**src/rtl/dmem_handshake_bridge.sv**
```systemverilog
// Data-side memory bridge: turns the M-stage load/store request into a single
// sram-like bus transaction, stalls the pipeline until it completes, holds the
// result across unrelated stalls and drains transactions cancelled by a flush.
module dmem_handshake_bridge #(
  parameter int ADDR_W = 32
) (
  input  logic              clk,
  input  logic              rst,
  input  logic              mem_en,
  input  logic              mem_wen,
  input  logic [ADDR_W-1:0] mem_addr,
  input  logic [3:0]        mem_sel,
  input  logic [1:0]        mem_size,
  input  logic [31:0]       mem_wdata,
  input  logic              except_i,
  input  logic              flush_i,
  input  logic              pipe_stall,
  output logic [31:0]       mem_rdata,
  output logic              stallreq_from_mem,
  output logic              data_req,
  output logic              data_wr,
  output logic [1:0]        data_size,
  output logic [ADDR_W-1:0] data_addr,
  output logic [3:0]        data_wstrb,
  output logic [31:0]       data_wdata,
  input  logic              data_addr_ok,
  input  logic              data_data_ok,
  input  logic [31:0]       data_rdata
);

  typedef enum logic [2:0] {IDLE, ADDR, DATA, DONE, DRAIN} state_t;

  state_t            state;
  state_t            stateNext;
  logic [ADDR_W-1:0] reqAddr;
  logic              reqWr;
  logic [1:0]        reqSize;
  logic [3:0]        reqStrb;
  logic [31:0]       reqWdata;
  logic [31:0]       rdataQ;
  logic              flushSeen;
  logic              flushSeenNext;
  logic              go;
  logic              issueNow;
  logic              cancelled;

  // Reset is folded in so nothing is requested while the bus is held in reset.
  assign go        = rst & mem_en & ~except_i & ~flush_i;
  assign cancelled = flushSeen | flush_i;

  // Next-state, handshake and stall decode; stall never looks at pipe_stall.
  always_comb begin
    stateNext         = state;
    flushSeenNext     = flushSeen;
    issueNow          = 1'b0;
    data_req          = 1'b0;
    stallreq_from_mem = 1'b0;
    case (state)
      IDLE: begin
        if (go) begin
          issueNow          = 1'b1;
          data_req          = 1'b1;
          stallreq_from_mem = 1'b1;
          flushSeenNext     = 1'b0;
          stateNext         = data_addr_ok ? DATA : ADDR;
        end
      end
      ADDR: begin
        data_req          = 1'b1;
        stallreq_from_mem = go | cancelled;
        if (data_addr_ok) begin
          stateNext     = cancelled ? DRAIN : DATA;
          flushSeenNext = 1'b0;
        end else if (flush_i) begin
          flushSeenNext = 1'b1;
        end
      end
      DATA: begin
        if (data_data_ok) begin
          stateNext = (pipe_stall && !flush_i) ? DONE : IDLE;
        end else begin
          stallreq_from_mem = go;
          if (flush_i) stateNext = DRAIN;
        end
      end
      DONE: begin
        if (!pipe_stall || flush_i) stateNext = IDLE;
      end
      DRAIN: begin
        stallreq_from_mem = 1'b1;
        if (data_data_ok) stateNext = IDLE;
      end
      default: stateNext = IDLE;
    endcase
  end

  // Request fields: live inputs in the issue cycle, latched copy while waiting
  // for acceptance, zero whenever no request is on the bus.
  always_comb begin
    data_wr    = 1'b0;
    data_size  = 2'd0;
    data_addr  = '0;
    data_wstrb = 4'd0;
    data_wdata = 32'd0;
    if (issueNow) begin
      data_wr    = mem_wen;
      data_size  = mem_size;
      data_addr  = mem_addr;
      data_wstrb = mem_wen ? mem_sel : 4'd0;
      data_wdata = mem_wdata;
    end else if (state == ADDR) begin
      data_wr    = reqWr;
      data_size  = reqSize;
      data_addr  = reqAddr;
      data_wstrb = reqStrb;
      data_wdata = reqWdata;
    end
  end

  // Read data bypasses straight from the bus in the completion cycle.
  assign mem_rdata = (state == DATA && data_data_ok) ? data_rdata : rdataQ;

  // State register and flush-seen flag.
  always_ff @(posedge clk or negedge rst) begin
    if (!rst) begin
      state     <= IDLE;
      flushSeen <= 1'b0;
    end else begin
      state     <= stateNext;
      flushSeen <= flushSeenNext;
    end
  end

  // Request registers capture the access at issue and hold it until accepted.
  always_ff @(posedge clk or negedge rst) begin
    if (!rst) begin
      reqAddr  <= '0;
      reqWr    <= 1'b0;
      reqSize  <= 2'd0;
      reqStrb  <= 4'd0;
      reqWdata <= 32'd0;
    end else if (issueNow) begin
      reqAddr  <= mem_addr;
      reqWr    <= mem_wen;
      reqSize  <= mem_size;
      reqStrb  <= mem_wen ? mem_sel : 4'd0;
      reqWdata <= mem_wdata;
    end
  end

  // Result register loads on completion of a live (non-drained) transaction.
  always_ff @(posedge clk or negedge rst) begin
    if (!rst) begin
      rdataQ <= 32'd0;
    end else if (state == DATA && data_data_ok) begin
      rdataQ <= data_rdata;
    end
  end

endmodule

```
**config.mk**
```make
export PLATFORM = sky130hd
export DESIGN_NAME = dmem_handshake_bridge
export DESIGN_NICKNAME = d
export VERILOG_FILES = /design/src/rtl/dmem_handshake_bridge.sv
export SDC_FILE = /design/constraint.sdc
export NUM_CORES = 1
export LEC_CHECK = 0
export BUFFER_PORTS_ARGS = -buffer_cell sky130_fd_sc_hd__buf_2
export CAP_MARGIN = 20
export CORE_MARGIN = 5
export CORE_UTILIZATION = 35
export CTS_CLUSTER_DIAMETER = 40
export DETAILED_ROUTE_END_ITERATION = 12
export SETUP_SLACK_MARGIN = 0.3
export SYNTH_ARGS = -nofsm -noshare
export SYNTH_HDL_FRONTEND = slang
export SYNTH_SLANG_ARGS = --single-unit
```
**constraint.sdc**
```tcl
create_clock -name clk -period 2.01 [get_ports clk]
set_input_delay 0.1005 -clock clk [delete_from_list [all_inputs] [get_ports clk]]
set_output_delay 0.1005 -clock clk [all_outputs]
set_load 0.05 [all_outputs]
```
# After elaboration in Yosys (flattened, before gate mapping)
# Cells that the tools add are included.
# totals
register_bits	107
inputBits	111
mem_count	0
mem_bits_ro	0
elab_cells	65
ram_bits	0
latch_bits	0
# classes
multipliers	0
n_eq_ne	10
n_reduce_logical	9
shift	0
order_cmp	0
n_mux	31
n_bitwise	7
n_div	0
n_addsub	0
# ops
cell	count
2-to-1 mux 32 bit	5
2-to-1 mux 3 bit	7
one-hot mux 3 bit (5 select lines)	1
2-to-1 mux 4 bit	3
2-to-1 mux 1 bit	8
2-to-1 mux 2 bit	4
!= test 2 bit, second input constant	4
== test 3 x 2 -> 1 bit, second input constant	2
!= test 3 bit, second input constant	2
AND reduction 5 bit	1
one-hot mux 1 bit (2 select lines)	2
one-hot mux 1 bit (4 select lines)	1
AND 1 bit	3
== test 3 x 1 -> 1 bit, second input constant	1
== test 3 bit, second input constant	1
zero test 3 bit	1
AND reduction 3 bit	1
logical AND 1 bit	2
zero test 1 bit	2
NOT 1 bit	2
bitwise OR 1 bit	2
nonzero test 2 bit	1
logical OR 1 bit	1

# Longest topological paths before layout
# Gate-level depths: netlist of the first run.
# depth
depth_word	6
mapped_depth	7

# Worst setup path before layout of the first run
# No wires, ideal clock.
# synth_path
path_kind	register -> output
from	reg state[0]
to	out stallreq_from_mem
n_path_buf	1
t_required_ns	1.910
t_arrival_ns	2.255
path_stages_with_launch	3
slack_ns	-0.345
cell_sequence	dfrtp_1 buf_2 o41ai_1
# synth_via
elab_chain_cells	2
elab_cells_between_ends	5
# synth_lines
element	line_no	source
start: declaration	33	state_t state;
start signal: assignment	129	state <= stateNext;
== test 3 bit, or another cell as far along	58	case (state)
one-hot mux 1 bit (4 select lines) (*)	58	
end: declaration	19	output logic stallreq_from_mem,
# Every way passes the cells marked *; elsewhere a longest branch is shown, timed or not.

# Final worst setup path of the first run
# layout_path
from	reg state[0]
to	out mem_rdata[22]
# layout_via
elab_chain_cells	3
# layout_lines
element	line_no	source
== test 3 x 2 -> 1 bit	121	assign mem_rdata = (state == DATA && data_data_ok) ? data_rdata : rdataQ;
logical AND 1 bit	121	
2-to-1 mux 32 bit	-	
end: declaration	18	output logic [31:0] mem_rdata,
# No other way between the ends.

==> results of run 1 <==
-- registers in the layout, indices dropped and copies added, names as in the netlist --
name       count
reqSize        2
flushSeen      1
rdataQ        32
reqWdata      32
reqStrb        4
reqAddr       32
state          3
reqWr          1
-- layer usage --
metal  vias up  global-route usage  share of wire
met1      2346               0.215           0.38
li1       2322                   -              -
met5         -                   0              0
met4         0              0.0770          0.023
met2       170               0.330           0.55
met3        35              0.0361          0.051
-- power by group through the flow --
stage | clock (µW) | sequential (µW) | combinational [µW]
floorplan | 0 | 3580 | 4310
global placement | 0 | 3740 | 5340
detailed placement | 0 | 3760 | 5430
CTS | 1870 | 3740 | 6710
global route | 1960 | 3850 | 7900
finish | 1830 | 3750 | 7490
-- through the flow --
step                setup TNS (ns)  power [µW]
global placement                 0        9090
floorplan                        0        7890
detailed placement               0        9190
global route                 -2.75       13700
CTS                              0       12300
finish                    -0.00796       13100
-- cell type report --
type / count / share of cell area
clock buffer: 13 / 0.0301
tap: 176 / 0.0245
multi-input combinational: 418 / 0.296
clock inverter: 3 / 0.00502
inverter: 3 / 0.00125
timing repair buffer: 311 / 0.344
sequential: 107 / 0.299
-- worst max path at each step --
stage | end | depth (start not counted) | start
floorplan | stallreq_from_mem | 2 | state[0]
CTS | data_wdata[15] | 8 | state[1]
detailed placement | data_wstrb[3] | 5 | state[0]
global placement | data_wstrb[3] | 5 | state[0]
finish | mem_rdata[22] | 6 | state[0]
global route | mem_rdata[22] | 6 | state[0]
-- repair_timing --
action | 4_1_cts | 5_1_grt
hold buffers | 45 | 4
setup buffers | 10 | 18
pin swaps | 4 | 53
resized for setup | 180 | 259
endpoints found under the hold margin | 45 | 4
setup endpoints to repair | 106 | 178
gates cloned | 6 | 4
-- layout by cell type (no fill, tap or decap), drive strengths merged, types with 2 or more instances in the layout --
| cell type | count |
|---|---|
| dfrtp | 107 |
| clkinvlp | 2 |
| mux2i | 2 |
| o21ai | 2 |
| mux2 | 32 |
| buf | 258 |
| a32o | 2 |
| nand3b | 3 |
| and3 | 2 |
| nand3 | 5 |
| nor2 | 4 |
| nand2 | 354 |
| o41ai | 2 |
| inv | 3 |
| dlygate4sd3 | 49 |
| clkbuf | 16 |
-- cell families (layout without fill, tap and decap cells) --
logic type	count (synthesis)	count (layout)	share of synthesized area
compound gates	11	11	0.0174
simple gates	373	373	0.311
buf+inv	31	330	0.0284
flops	107	107	0.563
mux	34	34	0.0800
==> impl_metrics.csv, run 1 <==
group,metric,value,unit
placed_design,place_inst,928,
final_layout,antenna_cells_inserted,0,
logic_synthesis,yosys_warnings,0,
floorplanning,num_rows,42,
floorplanning,die_h,127,µm
final_layout,fin_area,8970,µm²
sta,drv_slew,0,
pwr,pwr-share-clk,0.140,
final_layout,nNetsFinal,961,
placed_design,placed_area,6200,µm²
final_layout,n_fill_cell,935,
clocking,ctsHtreeMaxLevel,3,
critical_path,reg2reg_depth,8,
logic_synthesis,async_reset_ff_frac,1.00,
logic_synthesis,synth.top_cells.by_count,"nand2_1, dfrtp_1, mux2_2, buf_2, clkbuf_1",
logic_synthesis,synth_flop_cell,"dfrtp_1",
run_status,status,"finished with violations",
logic_synthesis,synthTopCellsByArea,"dfrtp_1, nand2_1, mux2_2",
global_routing,grt_pass1_vias,4765,
critical_path,r2r-end,"flushSeen",
critical_path,path_max_fanout,16,
logic_synthesis,synth_area,4750,µm²
pwr,p_comb_frac,0.573,
logic_synthesis,syn_inst,556,
sta,setup_slack,-0.00796,ns
critical_path,endpoint_kind,"output pin",
routing,dr.pass1.iters,4,
final_layout,seq_area,2680,µm²
global_routing,grt_max_degree,62,
critical_path,crit_chain,"buf_4, nor3_4, buf_4, buf_16, mux2_2, buf_6",
clocking,cts_tree,"yes",
sta,rsz0062_at_grt,"true",
pwr,switching_share,0.443,
routing,drt_iter0_drc,284,
critical_path,worstPathRequired,1.91,ns
placed_design,port-buffer-count,215,
final_layout,drive_gt1_frac,0.515,
final_layout,area_delta_synth_final,88.8,%
clocking,cts_buffers,9,
logic_synthesis,synth_edf_count,0,
floorplanning,die_w,127,µm
routing,post_drt_wl_per_cell,16.8,µm
floorplanning,die-area,16000,µm²
sta,skew,0.00590,ns
pwr,ir_worst_vdd,0.000760,V
placed_design,gp_congestion,0.816,
clocking,clock_latency,0.33,ns
global_routing,grt_util_all_layers,0.184,
critical_path,rrSetupSlack,0.25,ns
global_routing,antenna_found_initial,0,
critical_path,r2r_start,"state[1]",
floorplanning,ios,216,
logic_synthesis,synth.most_common_cell,"nand2_1",
placed_design,dp_worst_setup_slack,0.158,ns
sta,finalHoldViolCount,10,
pwr,p_leak,0.00481,µW
logic_synthesis,yosysUniqueCellTypes,26,
pwr,p_switching,5790,µW
global_routing,grt_overflow,0,
routing,routed_wl,17.3,mm
logic_synthesis,synth_nets,667,
critical_path,crit_slowest_cell,"dfrtp_2",
logic_synthesis,seq_area_frac_synth,0.563,
clocking,cts_max_path_buffers,2,
pwr,power_density,1460,nW/µm²
clocking,root_buffer,"clkbuf_16",
global_routing,grt_pass1_wl,24.0,mm
clocking,cts_sinks,107,
routing,detail_route.vias_per_cell,4.73,
logic_synthesis,synth_seq_cells,107,
clocking,clkTransAtPathRegs,0.07,ns
routing,drc,0,
critical_path,critPathBufInv,4,
final_layout,fin_util,0.675,
logic_synthesis,yosys.area.top_type,"dfrtp_1",
sta,worstMarginPinSlew,0.781,ns
run_status,violations,"negative hold slack, negative setup slack",
sta,relSlewSlack,0.479,
sta,max_freq,496,MHz
routing,drtAntennaViolNets,0,
sta,holdWs,-0.00663,ns
critical_path,critPathLaunchType,"flop",
critical_path,arrival,1.92,ns
floorplanning,core,13300,µm²
run,drv_cap,0,
final_layout,multi_input_area,2660,µm²
pwr,p_seq_frac,0.287,
placed_design,dp_hpwl,9.19,mm
min_path,hp-class,"in -> async",
final_layout,fin_cells,1031,
pwr,intPower,7280,µW
critical_path,crit_top_cell,"buf_4",
sta,setup_viol,1,
logic_synthesis,syn_avg_cell_area,8.55,µm²
critical_path,critical_path_class,"reg -> out",
critical_path,path_delay_family,"buffers and inverters",
logic_synthesis,synth_top_area_share,0.563,
critical_path,slowest_delay,0.44,ns
sta,period_needed,2.02,ns
sta,min_period_over_period,1.00,
floorplanning,start_util,0.357,
routing,vias,4873,
(Power assumes the default switching activity.)
==> run 2, diff against run 1 <==
--- a/config.mk
+++ b/config.mk
@@ -6,9 +6,11 @@
 export NUM_CORES = 1
 export LEC_CHECK = 0
 export BUFFER_PORTS_ARGS = -buffer_cell sky130_fd_sc_hd__buf_2
-export CAP_MARGIN = 20
+export CAP_MARGIN = 0
+export CORE_ASPECT_RATIO = 0.9
 export CORE_MARGIN = 5
 export CORE_UTILIZATION = 35
+export CTS_BUF_LIST = sky130_fd_sc_hd__clkbuf_16
 export CTS_CLUSTER_DIAMETER = 40
 export DETAILED_ROUTE_END_ITERATION = 12
 export SETUP_SLACK_MARGIN = 0.3
==> impl_metrics.csv, run 2 (same netlist as run 1, synthesis figures left out) <==
group,metric,value,unit
routing,dr.pass1.iters,4,
floorplanning,die_h,121,µm
routing,post_drt_wl_per_cell,18.0,µm
clocking,cts_buffers,9,
global_routing,grt_pass1_wl,26.4,mm
sta,holdWs,-0.123,ns
routing,drc,0,
floorplanning,die_w,133,µm
global_routing,grt_util_all_layers,0.204,
sta,setup_tns,0,ns
final_layout,seq_area,2680,µm²
floorplanning,die-area,16000,µm²
pwr,p_switching,6380,µW
critical_path,rrSetupSlack,0.39,ns
placed_design,port-buffer-count,215,
final_layout,antenna_cells_inserted,0,
sta,relSlewSlack,0.447,
clocking,hold_buffers,93,
critical_path,crit_slowest_cell,"dfrtp_2",
placed_design,place_inst,923,
global_routing,grt_max_degree,64,
critical_path,critPathLaunchType,"flop",
critical_path,crit_top_cell,"buf_6",
final_layout,fin_area,9410,µm²
placed_design,dp_hpwl,9.45,mm
pwr,intPower,7830,µW
sta,drv_slew,0,
critical_path,crit_chain,"nor4_4, buf_6, buf_12, nand2_1, nand2_2, buf_6",
placed_design,placed_area,6210,µm²
critical_path,arrival,1.87,ns
run,drv_cap,0,
final_layout,final_common_cell,"nand2_1",
sta,setup_slack,0.0410,ns
sta,worstMarginPinSlew,0.830,ns
clocking,clkTransAtPathRegs,0.08,ns
pwr,pwr-share-clk,0.124,
routing,routed_wl,19.1,mm
sta,min_period_over_period,0.980,
critical_path,endpoint_kind,"output pin",
sta,max_freq,508,MHz
final_layout,nNetsFinal,998,
sta,period_needed,1.97,ns
final_layout,drive_gt1_frac,0.488,
sta,skew,0.00956,ns
critical_path,worstPathRequired,1.91,ns
global_routing,grt_pass1_vias,5129,
floorplanning,start_util,0.357,
final_layout,fin_cells,1060,
clocking,cts_max_path_buffers,2,
clocking,root_buffer,"clkbuf_16",
final_layout,area_delta_synth_final,98.0,%
placed_design,gp_congestion,0.817,
pwr,power_density,1510,nW/µm²
final_layout,multi_input_area,2610,µm²
floorplanning,ios,216,
critical_path,critical_path_class,"reg -> out",
sta,rsz0062_at_grt,"true",
final_layout,layout_common_cells,"nand2_1, buf_2, dfrtp_1, dlygate4sd3_1, buf_8",
placed_design,dp_worst_setup_slack,0.133,ns
clocking,cts_tree,"yes",
critical_path,path_max_fanout,19,
run_status,status,"finished with violations",
clocking,cts_sinks,107,
pwr,switching_share,0.449,
critical_path,slowest_delay,0.46,ns
floorplanning,core,13300,µm²
final_layout,reg_top3,"rdataQ: 32 flops, reqAddr: 32 flops, reqWdata: 32 flops",
pwr,ir_worst_vdd,0.00102,V
global_routing,antenna_found_initial,0,
pwr,p_comb_frac,0.601,
final_layout,n_fill_cell,908,
routing,drtAntennaViolNets,0,
sta,finalHoldViolCount,44,
run_status,violations,"negative hold slack",
floorplanning,num_rows,40,
routing,drt_iter0_drc,282,
clocking,clock_latency,0.36,ns
routing,vias,5151,
pwr,p_seq_frac,0.274,
min_path,hp-class,"in -> async",
sta,setup_viol,0,
pwr,p_leak,0.00504,µW
clocking,ctsHtreeMaxLevel,3,
global_routing,grt_overflow,0,
routing,detail_route.vias_per_cell,4.86,
[run 2: cell count changes in the layout (fill, tap and decap cells not counted), moves of 12 or more]
cell and change:
dlygate4sd3_1 +44, mux2_2 -21, mux2_4 +21, buf_4 -13, buf_8 +12, nand2_2 +12
[run 2: layout make-up]
| cell class | instances | area share |
|---|---|---|
| clock buffer | 9 | 0.0239 |
| clock inverter | 7 | 0.00745 |
| inverter | 3 | 0.00146 |
| multi-input combinational | 418 | 0.278 |
| sequential | 107 | 0.285 |
| tap | 168 | 0.0223 |
| timing repair buffer | 348 | 0.382 |
[run 2: what timing repair did]
| item | 4_1_cts | 5_1_grt |
|---|---|---|
| setup endpoints to repair | 106 | 176 |
| buffers inserted | 11 | 6 |
| pin swaps | 12 | 21 |
| cloned | 6 | 5 |
| endpoints found under the hold margin | 137 | 44 |
| gates resized for setup | 188 | 268 |
[run 2: layer usage]
| layer | vias up | track usage | share of wire |
|---|---|---|---|
| met3 | 43 | 0.0491 | 0.054 |
| li1 | 2393 | - | - |
| met1 | 2516 | 0.241 | 0.38 |
| met5 | - | 0 | 0 |
| met2 | 199 | 0.366 | 0.54 |
| met4 | 0 | 0.0675 | 0.028 |
[run 2: final timing paths]
| path | start | to | cells past startpoint |
|---|---|---|---|
| worst min register to register | reqAddr[15] | reqAddr[15] | 2 |
| worst max-delay path | state[0] | data_addr[30] | 6 |
| max in group asynchronous | rst | state[0] | 3 |
| min in group clk | mem_addr[0] | reqAddr[0] | 3 |
| worst max register to register | state[0] | flushSeen | 7 |
| worst min-delay path | rst | reqWdata[12] | 2 |
[run 2: worst max-delay path: cells and delay by family, from the launching register on]
kind | cells | cell delay, ns
buffers and inverters | 3 | 0.56
AND/OR/NAND/NOR | 3 | 0.49
flip-flops | 1 | 0.46
[run 2: through the flow]
stage	util	total power, µW	hold WS (ns)
2_1_floorplan	-	7890	-0.195
3_3_place_gp	0.466	9100	0.274
3_5_place_dp	0.466	9240	0.284
4_1_cts	0.620	12500	-0.102
5_1_grt	0.707	14800	-0.0654
6_report	0.707	14200	-0.123
[run 2: power by group through the flow]
stage	logic (µW)	clock network (µW)	registers (µW)
floorplan	4310	0	3580
global placement	5400	0	3700
detailed placement	5480	0	3760
CTS	6940	1810	3720
global route	8940	1890	4000
finish	8540	1760	3900
==> run 3, diff against run 2 <==
--- a/config.mk
+++ b/config.mk
@@ -5,6 +5,7 @@
 export SDC_FILE = /design/constraint.sdc
 export NUM_CORES = 1
 export LEC_CHECK = 0
+export ABC_AREA = 1
 export BUFFER_PORTS_ARGS = -buffer_cell sky130_fd_sc_hd__buf_2
 export CAP_MARGIN = 0
 export CORE_ASPECT_RATIO = 0.9
==> impl_metrics.csv, run 3 <==
group,metric,value,unit
logic_synthesis,yosys.area.top_type,"dfrtp_1",
floorplanning,die-area,19000,µm²
logic_synthesis,async_reset_ff_frac,1.00,
final_layout,nNetsFinal,1079,
placed_design,dp_worst_setup_slack,0.0664,ns
logic_synthesis,synth_flop_cell,"dfrtp_1",
routing,post_drt_wl_per_cell,17.1,µm
global_routing,grt_max_degree,62,
global_routing,grt-busiest-layer,"met2",
sta,worstMarginPinSlew,0.822,ns
logic_synthesis,synth_top_area_share,0.468,
global_routing,grt_overflow,0,
pwr,power_density,1520,nW/µm²
final_layout,final_common_cell,"buf_2",
sta,period_needed,1.97,ns
global_routing,met2_usage,0.301,
sta,skew,0.00568,ns
clocking,cts_buffers,9,
logic_synthesis,synth_area,5720,µm²
floorplanning,die_w,145,µm
pwr,p_total,16500,µW
clocking,clkTransAtPathRegs,0.07,ns
final_layout,fin_cells,1180,
logic_synthesis,synth_fa_ha_area_frac,0,
routing,vias,5530,
floorplanning,start_util,0.356,
routing,drt_iter0_drc,217,
floorplanning,die_h,131,µm
logic_synthesis,synth_nets,702,
final_layout,reg_top3,"rdataQ: 32 flops, reqAddr: 32 flops, reqWdata: 32 flops",
critical_path,arrival,1.87,ns
floorplanning,ios,216,
clocking,root_buffer,"clkbuf_16",
critical_path,critPathLaunchType,"flop",
logic_synthesis,muxShareOfSynthArea,0,
logic_synthesis,seq_area_frac_synth,0.468,
final_layout,area_delta_synth_final,90.2,%
sta,holdWs,-0.139,ns
routing,drtAntennaViolNets,0,
routing,dr.pass1.iters,4,
floorplanning,num_rows,44,
floorplanning,core,16100,µm²
clocking,ctsHtreeMaxLevel,3,
critical_path,path_max_fanout,8,
global_routing,grt_util_all_layers,0.182,
logic_synthesis,synthTopCellsByArea,"dfrtp_1, o21ai_2, nand2_4",
critical_path,crit_start,"state[0]",
critical_path,rrSetupSlack,0.18,ns
run,drv_cap,0,
clocking,cts_max_path_buffers,2,
logic_synthesis,yosysUniqueCellTypes,23,
sta,setup_slack,0.0352,ns
logic_synthesis,synth_edf_count,0,
logic_synthesis,synth.most_common_cell,"nand2_1",
global_routing,met3_usage,0.0640,
placed_design,gp_congestion,0.814,
critical_path,r2r-end,"rdataQ[15]",
critical_path,cp-endpoint,"mem_rdata[14]",
logic_synthesis,yosys_warnings,0,
clocking,clock_latency,0.35,ns
sta,setup_tns,0,ns
logic_synthesis,synth_seq_cells,107,
sta,drv_slew,0,
global_routing,grt_use_met1,0.223,
routing,drc,0,
clocking,cts_tree,"yes",
clocking,cts_sinks,107,
pwr,ir_worst_vdd,0.00127,V
pwr,p_leak,0.00556,µW
logic_synthesis,synth.top_cells.by_count,"nand2_1, dfrtp_1, o21ai_2, inv_1, nand2_4",
routing,detail_route.vias_per_cell,4.69,
critical_path,critical_path_class,"reg -> out",
sta,setup_viol,0,
placed_design,place_inst,999,
critical_path,r2r_start,"state[0]",
critical_path,reg2reg_depth,11,
logic_synthesis,syn_inst,591,
run_status,violations,"negative hold slack",
global_routing,grt_pass1_vias,5488,
final_layout,drive_gt1_frac,0.653,
critical_path,endpoint_kind,"output pin",
global_routing,grt_pass1_wl,27.8,mm
logic_synthesis,syn_avg_cell_area,9.67,µm²
sta,min_period_over_period,0.982,
final_layout,layout_common_cells,"buf_2, o21ai_2, dfrtp_1, nand2_4, inv_1",
sta,rsz0062_at_grt,"true",
placed_design,dp_hpwl,10.2,mm
sta,finalHoldViolCount,46,
sta,max_freq,506,MHz
placed_design,port-buffer-count,215,
final_layout,antenna_cells_inserted,0,
global_routing,antenna_found_initial,1,
logic_synthesis,synth-xor-area-share,0,
logic_synthesis,synth_compound_area_frac,0.192,
sta,relSlewSlack,0.452,
min_path,hp-class,"in -> async",
logic_synthesis,synth_top_family_by_area,"simple AND/OR/NAND/NOR gates",
run_status,status,"finished with violations",
routing,routed_wl,20.2,mm
clocking,hold_buffers,53,
logic_synthesis,synthSimpleGateAreaFrac,0.229,
critical_path,worstPathRequired,1.91,ns
[run 3: changes by cell type after synthesis, sizes merged, moves of 3 or more]
cell | before | now
inv | 3 | 86
buf | 16 | 26
mux2 | 32 | 0
nand3b | 3 | 0
nand3 | 5 | 42
nor2 | 4 | 14
nand2 | 354 | 160
clkbuf | 12 | 8
o21ai | 2 | 144
[run 3: through the flow]
stage	cell area (µm²)	utilization
global placement	7080	0.440
finish	10900	0.676
global route	10900	0.676
floorplan	5770	-
CTS	9440	0.587
detailed placement	7080	0.440
[run 3: timing repair]
item                       4_1_cts  5_1_grt
buffers inserted                41       49
hold endpoints to repair        99       46
resized for setup              292      196
pin swaps                       23       48
setup endpoints to repair      105      132
cloned                          10       12
[run 3: worst min path at each step]
stage	startpoint	endpoint	slack, ns
finish	rst	reqAddr[18]	-0.14
global route	rst	reqAddr[18]	-0.09
CTS	rst	reqAddr[18]	-0.11
detailed placement	rst	reqAddr[18]	0.27
global placement	rst	reqAddr[18]	0.26
floorplan	rst	flushSeen	-0.20
[run 3: routing by layer]
metal  vias up  share of wire  wire [µm]
met4         2          0.028        561
met1      2624           0.38       7720
met2       207           0.51      10200
met3        41          0.081       1630
met5         -        0.00035          7
li1       2656              -          -
[run 3: where the power goes]
group | total, µW | switching, µW | internal (µW)
Combinational | 11200 | 6610 | 4620
Clock | 1670 | 825 | 840
Sequential | 3610 | 419 | 3190
Total | 16500 | 7850 | 8650
[run 3: kinds of logic (layout without fill, tap and decap cells)]
logic type | after synthesis | after routing
AND/OR/NAND/NOR | 219 | 219
AO/OA/AOI/OAI | 145 | 145
buffers and inverters | 120 | 502
flip-flops | 107 | 107
[run 3: cell type report]
class,instances,area [µm²]
tap,207,259
fill,1123,5200
multi-input combinational,364,3220
sequential,107,2680
clock buffer,9,225
inverter,86,344
timing repair buffer,399,4080
clock inverter,7,45.0
timing repair inverter,1,16.3
[run 3: critical path, cell delays in order, from the launching register on]
cell       delay [ns]
dfrtp_2          0.46
buf_12           0.15
nor3_4           0.14
buf_12           0.15
buf_8            0.12
clkbuf_16        0.16
nand3_2          0.08
nand2_2          0.11
buf_8            0.15
